### src/rtl/lfsr_match_monitor.sv
// Observer for the 6-bit LFSR stage: counts enabled steps to count_to, flags timeout.
// Optional all-zero lockup detection is compiled in with LFSR_LOCKUP_DETECT_EN.
module lfsr_match_monitor #(
   parameter int WIDTH = 6
) (
   input  logic             clk,
   input  logic             reset,
   input  logic [WIDTH-1:0] lfsr_q,
   input  logic             load,
   input  logic             cen,
   input  logic [WIDTH-1:0] count_to,
   output logic             match,
   output logic [WIDTH-1:0] steps,
   output logic             busy,
   output logic             timeout,
   output logic             lockup
);

   typedef enum logic [1:0] {
      IDLE,
      ARMED,
      HIT,
      STOP
   } state_t;

   localparam logic [WIDTH-1:0] CNT_MAX = '1;

   state_t           state_q, state_d;
   logic [WIDTH-1:0] cnt_q, cnt_d;
   logic [WIDTH-1:0] steps_d;
   logic             match_d;
   logic             timeout_d;
`ifdef LFSR_LOCKUP_DETECT_EN
   logic             lockup_d;
`endif

   always_ff @(posedge clk or posedge reset) begin
      if (reset) begin
         state_q <= IDLE;
         cnt_q   <= '0;
         steps   <= '0;
         match   <= 1'b0;
         busy    <= 1'b0;
         timeout <= 1'b0;
`ifdef LFSR_LOCKUP_DETECT_EN
         lockup  <= 1'b0;
`endif
      end else begin
         state_q <= state_d;
         cnt_q   <= cnt_d;
         steps   <= steps_d;
         match   <= match_d;
         busy    <= (state_d == ARMED);
         timeout <= timeout_d;
`ifdef LFSR_LOCKUP_DETECT_EN
         lockup  <= lockup_d;
`endif
      end
   end

   // Load dominates everything, including a compare that is true on the same edge.
   always_comb begin
      state_d   = state_q;
      cnt_d     = cnt_q;
      steps_d   = steps;
      match_d   = 1'b0;
      timeout_d = timeout;
`ifdef LFSR_LOCKUP_DETECT_EN
      lockup_d  = lockup;
`endif
      if (load) begin
         state_d   = ARMED;
         cnt_d     = '0;
         steps_d   = '0;
         timeout_d = 1'b0;
`ifdef LFSR_LOCKUP_DETECT_EN
         lockup_d  = 1'b0;
`endif
      end else if (state_q == ARMED) begin
         if (lfsr_q == count_to) begin
            match_d = 1'b1;
            steps_d = cnt_q;
            state_d = HIT;
         end
`ifdef LFSR_LOCKUP_DETECT_EN
         else if (cen && (lfsr_q == '0)) begin
            lockup_d = 1'b1;
            state_d  = STOP;
         end
`endif
         else if (cen && (cnt_q == CNT_MAX)) begin
            timeout_d = 1'b1;
            state_d   = STOP;
         end else if (cen) begin
            cnt_d = cnt_q + 1'b1;
         end
      end
   end

`ifndef LFSR_LOCKUP_DETECT_EN
   assign lockup = 1'b0;
`endif

endmodule

### config.mk
export PLATFORM = sky130hd
export DESIGN_NAME = lfsr_match_monitor
export DESIGN_NICKNAME = d
export VERILOG_FILES = /design/src/rtl/lfsr_match_monitor.sv
export SDC_FILE = /design/constraint.sdc
export NUM_CORES = 1
export LEC_CHECK = 0
export BUFFER_PORTS_ARGS = -buffer_cell sky130_fd_sc_hd__buf_2
export CORE_MARGIN = 3
export CORE_UTILIZATION = 40
export DETAILED_ROUTE_END_ITERATION = 8
export MAX_ROUTING_LAYER = met4
export PLACE_DENSITY_LB_ADDON = 0.2
export SYNTH_ARGS = -nofsm -noshare
export SYNTH_HDL_FRONTEND = slang
export SYNTH_SLANG_ARGS = --single-unit
### constraint.sdc
create_clock -name clk -period 1.97 [get_ports clk]
set_clock_uncertainty 0.05 [all_clocks]
set_input_delay 0.591 -clock clk [delete_from_list [all_inputs] [get_ports clk]]
set_output_delay 0.591 -clock clk [all_outputs]
set_load 0.03 [all_outputs]
==> summary.md <==
| Metric | Value |
|---|---|
| Synthesized netlist cell count | `85` |
| Max Cap Viol | `0` |
| Buffers on Ports | `24` |
| Clock Sinks | `17` |
| Final Non-Filler Cells | `140` |
| GRT Residual Overflow | `0` |
| Slew HR | `56.79%` |
| Die W | `53.10 um` |
| Top-area cell type share of the netlist area | `47.95%` |
| M2 GR Usage | `25.41%` |
| Dominant cell type by area after synthesis | `dfrtp_1` |
| CTS Buffer Depth | `2` |
| Top cell family by delay on the critical path | `compound AO/OA/AOI/OAI gates` |
| Nets | `131` |
| Initial cell density of the core | `43.87%` |
| Primary FF master, synth | `dfrtp_1` |
| Die height | `53.10 um` |
| Multi-input logic area | `426.7 sq um` |
| Final hold viol count | `0` |
| Buf+Inv Stages, Crit Path | `0` |
| Layout cells sized above 1 | `32.74%` |
| Via count | `674` |
| GR peak layer | `met2` |
| Seq cells post-synth | `17` |
| Final setup fails | `0` |
| Post-synth top cells | `17 x dfrtp_1, 15 x nor2_1, 7 x mux2i_1, 6 x xor2_1` |
| # fillers | `187` |
| Post-Route WL | `1689 um` |
| Unrepaired setup endpoints after global routing | `false` |
| PostCTS Resize Cnt | `0` |
| N_diodes | `0` |
| Status | `complete, no violations` |
| Met3 GRT Util | `5.915%` |
| Cell Rows | `16` |
| Via-per-instance ratio | `4.814` |
| CP Capture Type | `flip-flop` |
| Sequential share of power | `57.0%` |
| Count leader, synth | `dfrtp_1` |
| Leakage Power | `0.5387 nW` |
| Slowest-stage cell, CP | `dfrtp_1` |
| Min Hold Slack | `0.3238 ns` |
| CTS tree | `done` |
| Max rail drop VDD | `0.5104 mV` |
| Critical path launch point type | `flip-flop` |
| CTS buffer count | `3` |
| First-pass GRT wire length | `2911 um` |
| Worst EP required | `2.10 ns` |
| Synth cell types | `33` |
| Die area | `2819 sq um` |
| H-tree Lvls | `1` |
| Async S/R FF share, synth | `100.0%` |
| Vias in the first global route | `656` |
| Mapped cell area | `887.1 sq um` |
| Top Ports | `26` |
| Maximum fanout along the worst path | `5` |
| Final Cycle Share | `91.81%` |
| Cell-internal power | `470.3 uW` |
| Post-synth EDFFs | `0` |
| Crit path setup slack, layout | `0.1613 ns` |
| Clock power frac | `28.7%` |
| Pwr Density | `592.7 nW/um^2` |
| CP arrival | `1.94 ns` |
| Sequential area share after synthesis | `47.95%` |
| Post-synth net total | `102` |
| Detail Route Antenna Nets | `0` |
| Pre-CTS WS | `-0.01342 ns` |
| Dpl hpwl | `1259 um` |
| Clock root buffer | `clkbuf_4` |
| Hold Buf Count CTS | `0` |
| Sw Pwr | `168.9 uW` |
| Hold Path Class | `primary input to asynchronous set/reset pin` |
| Post-placement cell count | `136` |
| Worst Max-Slew Pin Slew | `0.6474 ns` |
| FF/Latch Area | `425.4 sq um` |
| Worst path max stage delay | `0.45 ns` |
| Routed wire length per instance | `12.06 um` |
| Core Area | `2022 sq um` |
| Post-CTS Setup Inserts | `0` |
| Mean Syn Cell Area | `10.44 sq um` |
| Largest net degree at the start of global routing | `20` |
| Clk_lat worst skew | `0.29 ns` |
| Fmax | `0.5529 GHz` |
| Synth warn | `0` |
| Gp weighted congestion | `0.7458` |
| Worst path cell trace | `and3_4 -> a311o_1 -> a21oi_4 -> nand4_1 -> mux2_1` |
| Worst setup path class | `flip-flop to flip-flop` |
| Initial antenna violation count | `0` |
| All-layer global routing usage | `14.95%` |
| Final Critical Period | `1.809 ns` |
| Final slew viol count | `0` |
| Switching Share | `26.43%` |
| Gate power share | `14.3%` |
| Drt first pass iters | `2` |
| Met1 GRT Util | `16.26%` |
| Drt initial violations | `1` |
| Area growth syn-to-layout | `21.58%` |
| Clk slew on worst S/H paths | `0.10 ns` |
| DRC | `0` |
| Top cells by area, synth | `dfrtp_1 48%, mux2i_1 7.9%, nor2_1 6.3%` |
cells in the final DEF (no fill, tap or decap), drive strengths merged, types with 2 or more instances in the layout:
cell	netlist	routed
a211oi	2	2
a21oi	2	2
and3	3	3
buf	3	28
clkbuf	1	3
clkinv	1	2
dfrtp	17	17
inv	3	3
mux2	2	2
mux2i	7	7
nand2	2	2
nand2b	2	2
nand3	2	2
nand4	2	2
nor2	16	16
nor2b	3	3
xnor2	2	2
xor2	6	6
worst paths after layout:
| path | start | end | slack (ns) | cells past startpoint |
|---|---|---|---|---|
| max | cnt_q[2]$_DFFE_PP0P_ | cnt_q[5]$_DFFE_PP0P_ | 0.16 | 5 |
| min reg2reg | timeout$_DFFE_PP0P_ | timeout$_DFFE_PP0P_ | 0.47 | 2 |
| min in group clk | timeout$_DFFE_PP0P_ | timeout$_DFFE_PP0P_ | 0.47 | 2 |
| min | reset | busy$_DFF_PP0_ | 0.32 | 2 |
| max reg2reg | cnt_q[2]$_DFFE_PP0P_ | cnt_q[5]$_DFFE_PP0P_ | 0.16 | 5 |
| max in group asynchronous | reset | steps[2]$_DFFE_PP0P_ | 1.14 | 2 |
registers in the layout, summed over array words and instances (netlist names):
name and flops:
cnt_q 6, steps 6, state_q 2, busy 1
match 1, timeout 1
logic make-up after synthesis:
family,after synthesis,synth area share (%)
buf+inv,8,3.948
other cells,1,0.4227
compound gates,9,8.181
mux,9,10.44
flops,17,47.96
simple gates,32,19.75
fa+ha+maj,1,1.410
xor+xnor,8,7.899
routing by layer:
layer	vias to the layer above	wire (um)
met4	0	14
met2	15	833
li1	339	-
met5	-	0
met1	318	747
met3	2	93
worst register-to-register path, stage by stage, from the launching register on:
cell,delay (ns)
dfrtp_1,0.45
and3_4,0.21
a311o_1,0.40
a21oi_4,0.15
nand4_1,0.12
mux2_1,0.32
power by group through the flow:
stage | clock network, mW | logic [mW] | registers [mW]
final | 0.183 | 0.0914 | 0.365
after global routing | 0.216 | 0.101 | 0.367
after CTS | 0.196 | 0.0932 | 0.365
after detailed placement | 0 | 0.0928 | 0.372
after global placement | 0 | 0.0912 | 0.372
after floorplan | 0 | 0.0609 | 0.372
layout make-up:
cell class | count | share of cell area (%)
tap | 27 | 3.132
multi-input combinational | 60 | 39.56
inverter | 4 | 1.392
timing repair buffer | 28 | 13.92
sequential | 17 | 39.44
clock buffer | 3 | 2.088
clock inverter | 1 | 0.4640
metrics by stage:
| step | util (%) | TNS [ns] | instance area (sq um) | total power [mW] |
|---|---|---|---|---|
| final | 53.34 | 0 | 1079 | 0.6392 |
| after CTS | 53.34 | 0 | 1079 | 0.6539 |
| after detailed placement | 51.98 | -0.02375 | 1051 | 0.4646 |
| after floorplan | - | 0 | 887.1 | 0.4325 |
| after global placement | 51.98 | 0 | 1051 | 0.4631 |
| after global routing | 53.34 | 0 | 1079 | 0.6839 |
(Power assumes the default switching activity.)
